[src/rtl/n1_pbus_arb.sv]
// N1 program-bus arbiter: shares one pipelined Wishbone target between
// master 0 (CPU side) and master 1 (debug/loader) with round-robin grant,
// cycle lock and outstanding-request bookkeeping.
module n1_pbus_arb #(
   parameter int unsigned ADR_WIDTH   = 14,
   parameter int unsigned DAT_WIDTH   = 16,
   parameter int unsigned OUTST_WIDTH = 2
) (
   input  logic                   clk_i,
   input  logic                   async_rst_i,
   // master 0
   input  logic                   m0_cyc_i,
   input  logic                   m0_stb_i,
   input  logic                   m0_we_i,
   input  logic [ADR_WIDTH-1:0]   m0_adr_i,
   input  logic [DAT_WIDTH-1:0]   m0_dat_i,
   output logic                   m0_ack_o,
   output logic                   m0_err_o,
   output logic                   m0_stall_o,
   output logic [DAT_WIDTH-1:0]   m0_dat_o,
   // master 1
   input  logic                   m1_cyc_i,
   input  logic                   m1_stb_i,
   input  logic                   m1_we_i,
   input  logic [ADR_WIDTH-1:0]   m1_adr_i,
   input  logic [DAT_WIDTH-1:0]   m1_dat_i,
   output logic                   m1_ack_o,
   output logic                   m1_err_o,
   output logic                   m1_stall_o,
   output logic [DAT_WIDTH-1:0]   m1_dat_o,
   // target
   output logic                   s_cyc_o,
   output logic                   s_stb_o,
   output logic                   s_we_o,
   output logic [ADR_WIDTH-1:0]   s_adr_o,
   output logic [DAT_WIDTH-1:0]   s_dat_o,
   input  logic                   s_ack_i,
   input  logic                   s_err_i,
   input  logic                   s_stall_i,
   input  logic [DAT_WIDTH-1:0]   s_dat_i,
   // probes
   output logic [1:0]             prb_arb_state_o,
   output logic [OUTST_WIDTH-1:0] prb_arb_outst_o
);

   typedef enum logic [1:0] {
      ST_IDLE = 2'd0,
      ST_M0   = 2'd1,
      ST_M1   = 2'd2
   } arb_state_t;

   localparam logic [OUTST_WIDTH-1:0] OUTST_MAX = '1;
   localparam logic [OUTST_WIDTH-1:0] OUTST_ONE = OUTST_WIDTH'(1);

   arb_state_t             state;
   logic                   last;
   logic [OUTST_WIDTH-1:0] outst;

   logic own0_c;
   logic own1_c;
   logic sat_c;
   logic inc_c;
   logic dec_c;

   // Ownership, saturation and counter events derived from the registered grant
   assign own0_c = (state == ST_M0);
   assign own1_c = (state == ST_M1);
   assign sat_c  = (own0_c | own1_c) & (outst == OUTST_MAX);
   assign inc_c  = s_stb_o & ~s_stall_i;
   assign dec_c  = (s_ack_i | s_err_i) & (outst != '0);

   // Grant FSM with round-robin pick, cycle lock and outstanding counter
   always_ff @(posedge clk_i or negedge async_rst_i) begin
      if (!async_rst_i) begin
         state <= ST_IDLE;
         last  <= 1'b1;
         outst <= '0;
      end else begin
         case (state)
            ST_IDLE: begin
               if (m0_cyc_i && (!m1_cyc_i || last)) begin
                  state <= ST_M0;
               end else if (m1_cyc_i) begin
                  state <= ST_M1;
               end
            end
            ST_M0: begin
               if (!m0_cyc_i) begin
                  state <= m1_cyc_i ? ST_M1 : ST_IDLE;
                  last  <= 1'b0;
                  outst <= '0;
               end else if (inc_c != dec_c) begin
                  outst <= inc_c ? (outst + OUTST_ONE) : (outst - OUTST_ONE);
               end
            end
            ST_M1: begin
               if (!m1_cyc_i) begin
                  state <= m0_cyc_i ? ST_M0 : ST_IDLE;
                  last  <= 1'b1;
                  outst <= '0;
               end else if (inc_c != dec_c) begin
                  outst <= inc_c ? (outst + OUTST_ONE) : (outst - OUTST_ONE);
               end
            end
            default: begin
               state <= ST_IDLE;
               outst <= '0;
            end
         endcase
      end
   end

   // Owner's request is steered to the target; a saturated counter holds strobe off
   always_comb begin
      s_cyc_o = 1'b0;
      s_stb_o = 1'b0;
      s_we_o  = 1'b0;
      s_adr_o = '0;
      s_dat_o = '0;
      if (own0_c) begin
         s_cyc_o = m0_cyc_i;
         s_stb_o = m0_stb_i & ~sat_c;
         s_we_o  = m0_we_i;
         s_adr_o = m0_adr_i;
         s_dat_o = m0_dat_i;
      end else if (own1_c) begin
         s_cyc_o = m1_cyc_i;
         s_stb_o = m1_stb_i & ~sat_c;
         s_we_o  = m1_we_i;
         s_adr_o = m1_adr_i;
         s_dat_o = m1_dat_i;
      end
   end

   // Responses reach the owner only; everyone else is held off with stall
   assign m0_ack_o   = own0_c & s_ack_i;
   assign m0_err_o   = own0_c & s_err_i;
   assign m0_stall_o = ~own0_c | s_stall_i | sat_c;
   assign m0_dat_o   = own0_c ? s_dat_i : '0;

   assign m1_ack_o   = own1_c & s_ack_i;
   assign m1_err_o   = own1_c & s_err_i;
   assign m1_stall_o = ~own1_c | s_stall_i | sat_c;
   assign m1_dat_o   = own1_c ? s_dat_i : '0;

   assign prb_arb_state_o = 2'(state);
   assign prb_arb_outst_o = outst;

endmodule

[config.mk]
export PLATFORM = sky130hd
export DESIGN_NAME = n1_pbus_arb
export DESIGN_NICKNAME = d
export VERILOG_FILES = /design/src/rtl/n1_pbus_arb.sv
export SDC_FILE = /design/constraint.sdc
export NUM_CORES = 1
export LEC_CHECK = 0
export CAP_MARGIN = 20
export CORE_ASPECT_RATIO = 1.25
export CORE_MARGIN = 1
export CORE_UTILIZATION = 22
export DETAILED_ROUTE_END_ITERATION = 10
export GPL_TIMING_DRIVEN = 0
export PLACE_DENSITY = 0.82
export SYNTH_ARGS = -nofsm -noshare
export SYNTH_HDL_FRONTEND = slang
export SYNTH_SLANG_ARGS = --single-unit
[constraint.sdc]
create_clock -name clk_i -period 2.2 [get_ports clk_i]
set_clock_uncertainty 0.05 [all_clocks]
set_input_delay 0.44 -clock clk_i [delete_from_list [all_inputs] [get_ports clk_i]]
set_output_delay 0.44 -clock clk_i [all_outputs]
set_load 0.05 [all_outputs]
==> results of run 1 <==
[final cells by class]
| class | instances | share of cell area [%] |
|---|---|---|
| Timing Repair Buffer | 176 | 56.49 |
| Multi-Input combinational cell | 106 | 31.31 |
| Sequential cell | 5 | 4.381 |
| Buffer | 11 | 3.190 |
| Tap cell | 56 | 2.382 |
| Clock buffer | 4 | 1.531 |
| Inverter | 5 | 0.7231 |
[metal layers]
| metal | global-route usage [%] | share of wire [%] |
|---|---|---|
| met1 | 22.26 | 35 |
| met2 | 38.71 | 50 |
| met3 | 10.46 | 13 |
| met4 | 9.111 | 2.7 |
| met5 | 0 | 0 |
[timing repair]
item | in CTS | in global routing
gates resized for setup | 399 | 63
setup endpoints to repair | 71 | 69
gates cloned | 0 | 3
endpoints found under the hold margin | 0 | 0
buffers inserted | 1 | 11
pin swaps | 1 | 1
[cell usage after synthesis (2+ instances only)]
cell,count
sky130_fd_sc_hd__o211ai_1,2
sky130_fd_sc_hd__ha_1,4
sky130_fd_sc_hd__mux2i_1,2
sky130_fd_sc_hd__a22o_1,32
sky130_fd_sc_hd__nor2_1,2
sky130_fd_sc_hd__a21oi_1,4
sky130_fd_sc_hd__and2_1,36
sky130_fd_sc_hd__clkbuf_1,6
sky130_fd_sc_hd__inv_1,5
sky130_fd_sc_hd__buf_2,5
sky130_fd_sc_hd__dfrtp_1,4
sky130_fd_sc_hd__nand2_1,5
sky130_fd_sc_hd__o21ai_0,2
[worst paths after layout]
path | start | endpoint | slack [ns]
worst max-delay path | prb_arb_state_o[1] | s_dat_o[6] | 0.001
worst min-delay path | async_rst_i | prb_arb_outst_o[1] | 0.39
worst max register to register | prb_arb_state_o[0] | prb_arb_state_o[0] | 0.45
worst min register to register | last | last | 0.49
max in group asynchronous | async_rst_i | last | 1.46
min in group clk_i | last | last | 0.49
[state kept, by name, indices dropped and copies added, names as in the netlist]
| register | count |
|---|---|
| last | 1 |
| prb_arb_outst_o | 2 |
| prb_arb_state_o | 2 |
[cell families after synthesis]
kind of cell	share of synthesized area [%]
DFF	12.85
buffers and inverters	6.743
xor gates and xnor gates	0.8907
adders and majority gates	5.089
and+or+nand+nor	31.55
muxes	2.036
AOI/OAI and AO/OA	40.84
[stage by stage]
| stage | total power [uW] | worst slack [ns] |
|---|---|---|
| 6_report | 4236 | 0.001182 |
| 3_5_place_dp | 3628 | -0.7404 |
| 2_1_floorplan | 2474 | -0.01077 |
| 3_3_place_gp | 3601 | -0.6942 |
| 5_1_grt | 4402 | -0.04297 |
| 4_1_cts | 3872 | -0.004295 |
[report_power, final]
group          switching [uW]  internal (uW)
clock                    44.6            124
sequential               31.4            130
combinational            2390           1520
total                    2460           1770
==> results summary, run 1 <==
The number of diodes is 0. The slew at the pin with the worst max-slew slack is ~0.5 ns. The first global-routing pass estimated 7.941 mm of wire. The type of element launching the critical path is a flip-flop.

The upper clock frequency limit came out at 0.4548 GHz. The max-cap violation count is 0. The share of the cycle needed by the critical path after routing is between 90% and 100%. Routability-driven placement finished with a final weighted congestion of 0.7987. The peak ir drop on the vdd network is 0.0007318 V. The total area of sequential cells came out at 128.9 um2.

The clock tree from TritonCTS is yes. The sequential fraction of the synthesis area is 12.85%. In this run the vertical extent of the chip is ~77 um. The hold-fix buffer count after cts came out at 0. The final non-filler cell area is 2942 um2.

Setup violations remaining at the end of the flow were counted as 0. For this run, the share of the core covered by cells in the final layout is between 70% and 80%. The clock tree root buffer cell is sky130_fd_sc_hd__clkbuf_8.

In this run, CTS created clock tree buffers numbering 3. In the post-synthesis netlist, the biggest area contributors are sky130_fd_sc_hd__a22o_1, sky130_fd_sc_hd__and2_1, sky130_fd_sc_hd__dfrtp_1, sky130_fd_sc_hd__ha_1, sky130_fd_sc_hd__dfstp_2. The worst hold-check slack is 0.3863 ns. Setup repair after global routing could not meet its margin everywhere. The post-detailed-route count of antenna-violating nets came out at 0. The count of endpoints failing hold in the final timing report is 0. The initial antenna violation count came out at 0. The number of levels in the clock H-tree is 1. After synthesis the netlist holds a flip-flop and latch count of 5. The core box area came out at 4197 um2. The cell count after placement came out at 344. The horizontal die dimension came out at 61.80 um.

The worst register-to-register path has a depth of 6. The cell accounting for the most synthesized area is sky130_fd_sc_hd__a22o_1. Of all nets on the critical path, the largest fanout is 10. The power density over the cells is between 1000 and 1500 nW/um2. The slowest stage of the critical path belongs to the cell sky130_fd_sc_hd__dfrtp_2. Entering global routing, the biggest net connects 11 pins. The number of sinks handled by clock tree synthesis is 5. The number of buffers inserted by port buffering came out at about 160.

For this run, the total global-route usage over all layers was measured as 22.48%. Traced cell by cell, the critical path runs through inv_2, ha_4, buf_8, nor2_4, buf_4, buf_6, a22o_2, buf_8. In the layout the commonest cells are sky130_fd_sc_hd__clkdlybuf4s50_1, sky130_fd_sc_hd__and2_1, sky130_fd_sc_hd__buf_6, sky130_fd_sc_hd__a22o_2, sky130_fd_sc_hd__buf_4. Counting buffers and inverters, the worst setup path is 8 cells deep. The HPWL after detailed placement is 4.807 mm. The sum of negative setup slack came out at 0 ns.

The required arrival time at the worst endpoint is 1.71 ns. Together, buffers and inverters on the worst path number 5. The number of flops mapped to enable cells by yosys came out at 0. The via count of the first global-routing pass came out at about 1,500. The number of DRC violations after detailed-routing iteration 0 came out at 38. The leading cell type in the layout, fill and taps excluded is sky130_fd_sc_hd__clkdlybuf4s50_1. The number of remaining DRC errors came out at 0. The routed wire length came out at 6.092 mm.

The die covers 4743 um2. The run finished with clean final reports. The headroom to the max-slew limit came out at 66.97%. The net count after synthesis came out at 218. The filler cell count is 338. The number of instances in the synthesized netlist came out at roughly 130.

The clock-pin transition on the worst setup and hold timing paths came out at 0.03 ns. The worst path arrival time came out at about 1.7 ns. Of the cells placed in the final design, the portion with a size suffix greater than 1 is 48.21%. The clock period minus worst slack came out at roughly 2.2 ns.

The count of boundary I/O pins came out at 162. For this run, the slowest stage of the critical path takes 0.41 ns. The proportion of synthesized flip-flops having asynchronous set or reset is 100.0%. The later-pin clock latency in the skew report is between 0.2 and 0.25 ns.

The flip-flop cell with the highest count after synthesis is sky130_fd_sc_hd__dfrtp_1. The initial core utilization came out at 23.43%. The total overflow reported by the global router is 0. Synthesis instantiated 31 different standard cells from the library. The area occupied by multi-input gates came out at 920.9 um2.

The layout overhead on the synthesized area came out at 199.1%. The class of the tightest hold or removal check is input pin to asynchronous set/reset pin. The analysis attributes to cell leakage a power of 0.001357 uW. The final cell count without fillers is 363. The max-slew violation count is 0. The row count came out at 26. The worst-case clock buffer depth came out at 2.

In this design, the largest share of critical-path delay is due to buffers and inverters. The post-synthesis cell area came out at 983.4 um2. The area of placed instances is roughly 2700 um2. The endpoint type of the worst setup path is a primary output. The average detailed-routed wire length per instance is 16.78 um. Among the stages of the critical path, the cell type that occurs most often is sky130_fd_sc_hd__buf_8. Of the post-synthesis cell area, the dominant cell type holds 28.50%. The critical path in this run is classified as flip-flop to primary output. During synthesis, Yosys emitted a total of 0 warnings. A synthesized cell averages about 7.7 um2.

The first TritonRoute pass finished after 4 iterations. The post-layout net count came out at 399. The overall via count from detail_route came out at 1,707. The ratio of routed vias to standard cells is 4.702.
No activity file was read; power rests on OpenSTA's default activity.
==> inputs of run 2 (changes only) <==
--- a/config.mk
+++ b/config.mk
@@ -6,12 +6,14 @@
 export NUM_CORES = 1
 export LEC_CHECK = 0
 export CAP_MARGIN = 20
+export CELL_PAD_IN_SITES_DETAIL_PLACEMENT = 1
+export CELL_PAD_IN_SITES_GLOBAL_PLACEMENT = 1
 export CORE_ASPECT_RATIO = 1.25
 export CORE_MARGIN = 1
-export CORE_UTILIZATION = 22
+export CORE_UTILIZATION = 13
 export DETAILED_ROUTE_END_ITERATION = 10
 export GPL_TIMING_DRIVEN = 0
-export PLACE_DENSITY = 0.82
+export PLACE_DENSITY_LB_ADDON = 0.1
 export SYNTH_ARGS = -nofsm -noshare
 export SYNTH_HDL_FRONTEND = slang
 export SYNTH_SLANG_ARGS = --single-unit
==> constraint.sdc (replaced) <==
create_clock -name clk_i -period 2.6 [get_ports clk_i]
set_clock_uncertainty 0.05 [all_clocks]
set_input_delay 0.52 -clock clk_i [delete_from_list [all_inputs] [get_ports clk_i]]
set_output_delay 0.52 -clock clk_i [all_outputs]
set_load 0.05 [all_outputs]
==> run 2 against run 1 <==
Wire length fell by 0.76%. Combinational power fell by 31%. Final area fell by 11%. Setup slack improved by 0.12 ns. Register-to-register slack improved by 0.36 ns. Sequential power fell by 14%. Non-clock buffer count fell by 15. Sequential cell count did not move. First-iteration DRC count fell by 5.3%.
==> results summary, run 2 (synthesized netlist as in run 1, its figures left out) <==
The power density over the cells came out at 1138 nW/um2 (was 1440 nW/um2). The setup slack after placement was -0.4466 ns (was -0.7404 ns). The met1 track utilization from global routing is 15.33% (was 22.26%). The clock buffer count from CTS came out at 3 (unchanged). The hold-fix buffer count after cts came out at 0 (unchanged). The category of the critical setup timing path is flip-flop to primary output (unchanged).

Status: finished, final reports clean (unchanged). The required arrival time at the worst endpoint is 2.03 ns (was 1.71 ns). The average detailed-routed wire length per instance is 15.74 um (was 16.78 um). The maximum number of pins on one net before global-route repair is 11 (unchanged). The initial antenna violation count came to 0 (unchanged).

The worst path arrival time came out at 1.91 ns (was 1.71 ns). The overall global routing resource usage is 14.10% (was 22.48%). The final weighted congestion in routability-driven placement came out at 0.6978 (was 0.7987). The area of the die came out at 7919 um2 (was 4743 um2).

The clock tree root buffer cell was sky130_fd_sc_hd__clkbuf_8 (unchanged). The met2 demand-to-capacity share in global routing is 27.94% (was 38.71%). The count of buffer and inverter cells on the critical path came to 2 (was 5).

The final cell count without fillers is 384 (was 363). The setup violation total in the final timing report came out at 0 (unchanged). Series of cell instances along the critical path: inv_1, ha_1, nand3b_2, a32oi_2, dlygate4sd2_1 (was inv_2, ha_4, buf_8, nor2_4, buf_4, buf_6, a22o_2, buf_8).

The worst hold-check slack is 0.4635 ns (was 0.3863 ns). The peak ir drop on the vdd network came out at 0.0004749 V (was 0.0007318 V). The critical-path maximum fanout is 5 (was 10). Commonest cells after routing, fill and taps aside: sky130_fd_sc_hd__clkdlybuf4s50_1, sky130_fd_sc_hd__buf_2, sky130_fd_sc_hd__and2_1, sky130_fd_sc_hd__a22o_1, sky130_fd_sc_hd__clkdlybuf4s15_2 (was sky130_fd_sc_hd__clkdlybuf4s50_1, sky130_fd_sc_hd__and2_1, sky130_fd_sc_hd__buf_6, sky130_fd_sc_hd__a22o_2, sky130_fd_sc_hd__buf_4). The later-pin clock latency in the skew report came to 0.23 ns (was 0.22 ns). The leading cell type in the layout, fill and taps excluded was sky130_fd_sc_hd__clkdlybuf4s50_1 (unchanged). The max-slew violation count is 0 (unchanged). The HPWL after detailed placement came to 5.130 mm (was 4.807 mm).

The post-layout net count came to 384 (was 399). The number of remaining DRC errors was 0 (unchanged). The slew at the pin with the worst max-slew slack was 0.5200 ns (was 0.4940 ns). The first-pass GRT wire length is 8.756 mm (was 7.941 mm).

The share of the cycle needed by the critical path after routing is 95.26%. RSZ-0062 raised after global routing: false (was true). The routed wire length is 6.046 mm (was 6.092 mm). The number of sinks handled by clock tree synthesis came out at 5 (unchanged).

The count of endpoints failing hold in the final timing report is 0 (unchanged). The final worst setup slack came out at 0.1233 ns (was 0.001182 ns). The horizontal die dimension came out at 79.80 um (was 61.80 um). The number of DRC violations after detailed-routing iteration 0 is 36 (was 38). The ratio of routed vias to standard cells came to 4.263 (was 4.702).

The worst-case clock buffer depth is 2 (unchanged). The total overflow reported by the global router came to 0 (unchanged). The overall via count from detail_route was 1,637 (was 1,707). The clock period minus worst slack is 2.477 ns.

The number of levels in the clock H-tree is 1 (unchanged). The clock tree from TritonCTS is yes (unchanged). The number of iterations in the first detailed-routing pass came out at 4 (unchanged). The row count came out at 35 (was 26). The headroom to the max-slew limit was 65.22% (was 66.97%). The cell at the slowest stage of the critical path is sky130_fd_sc_hd__dlygate4sd2_1 (was sky130_fd_sc_hd__dfrtp_2). The power after layout is 2966 uW (was 4236 uW).

The layout overhead on the synthesized area is 165.0% (was 199.1%). The top cell family by delay on the critical path was buffers and inverters (unchanged). The core box area is 7357 um2 (was 4197 um2). The type of element launching the critical path is a flip-flop (unchanged). The post-detailed-route count of antenna-violating nets is 0 (unchanged). The met3 track demand over resource in global routing is 2.477% (was 10.46%). The number of buffers inserted by port buffering is 161 (unchanged).

The clock-pin transition on the worst setup and hold timing paths is 0.04 ns (was 0.03 ns). The class of the tightest hold or removal check is input pin to asynchronous set/reset pin (unchanged). The initial core utilization is 13.37% (was 23.43%). For this run, the top clock speed supported by timing is 0.4038 GHz. The fraction of final layout cells with drive strength greater than 1 came out at 31.85% (was 48.21%). The die outline height came out at 99.25 um (was 76.75 um).

The most crowded layer after global routing was met2 (unchanged). The delay contributed by the slowest stage of the critical path is 0.55 ns (was 0.41 ns). The via count of the first global-routing pass came to 1,635 (was 1,493).

The total leakage power is 0.001178 uW (was 0.001357 uW). The cell count after placement came out at 380 (was 344). The post-CTS setup buffer count came out at 0 (was 1). The endpoint type of the worst setup path is a primary output (unchanged). The count of boundary I/O pins came out at 162 (unchanged). The number of diodes came out at 0 (unchanged). The sum of negative setup slack came out at 0 ns (unchanged).

The max-cap violation count is 0 (unchanged).
[run 2: cell count changes in the layout (fill, tap and decap cells not counted), moves of 3 or more]
cell and change:
sky130_fd_sc_hd__a22o_1 +30, sky130_fd_sc_hd__buf_6 -26, sky130_fd_sc_hd__a22o_2 -25, sky130_fd_sc_hd__buf_2 +17, sky130_fd_sc_hd__clkdlybuf4s15_2 +14, sky130_fd_sc_hd__buf_4 -10, sky130_fd_sc_hd__buf_8 -9, sky130_fd_sc_hd__a22o_4 -5
sky130_fd_sc_hd__clkbuf_4 -3, sky130_fd_sc_hd__inv_1 +3
[run 2: worst reg2reg max path: stages (launching register included)]
cell and delay (ns):
sky130_fd_sc_hd__dfrtp_1 0.42, sky130_fd_sc_hd__inv_1 0.09, sky130_fd_sc_hd__ha_1 0.34, sky130_fd_sc_hd__a31oi_1 0.27, sky130_fd_sc_hd__a21boi_2 0.22, sky130_fd_sc_hd__xnor2_1 0.08, sky130_fd_sc_hd__a22o_1 0.21
[run 2: path summary, 6_finish.rpt]
path | startpoint | end | slack, ns | depth (start not counted)
setup / recovery | prb_arb_state_o[1] | s_stb_o | 0.12 | 5
hold / removal | async_rst_i | prb_arb_outst_o[1] | 0.46 | 1
setup reg to reg | prb_arb_state_o[0] | prb_arb_outst_o[0] | 0.81 | 6
hold reg to reg | last | last | 0.50 | 2
max in group asynchronous | async_rst_i | last | 1.79 | 1
min in group clk_i | last | last | 0.50 | 2
[run 2: metrics by stage]
step | instance area, um2 | utilization, %
finish | 2606 | 35.43
CTS | 2695 | 36.63
global placement | 2731 | 37.13
global route | 2606 | 35.43
floorplan | 1005 | -
detailed placement | 2731 | 37.13
[run 2: cell type report]
class | instances | area [um2]
inverters | 5 | 18.77
clock buffers | 4 | 45.04
repair buffers | 161 | 1410
flip-flops and latches | 5 | 127.6
plain buffers | 11 | 67.56
well taps | 92 | 115.1
fillers | 886 | 4751
multi-input cells | 106 | 822.0
[run 2: what timing repair did]
action                                  CTS  global route
resized for setup                       291            45
endpoints found under the setup margin   71            68
endpoints found under the hold margin     0             0
[run 2: report_power, final]
part	switching (uW)	internal (uW)	leakage (uW)	total [uW]
Sequential	29.8	109	0.0000627	139
Clock	42.6	106	0.0000228	148
Combinational	1860	819	0.00109	2680
[run 2: metal layers]
layer / share of wire, % / routed length (um)
met5: 0 / 0
met4: 0.26 / 16
met1: 38 / 2281
met3: 8.7 / 523
met2: 53 / 3226
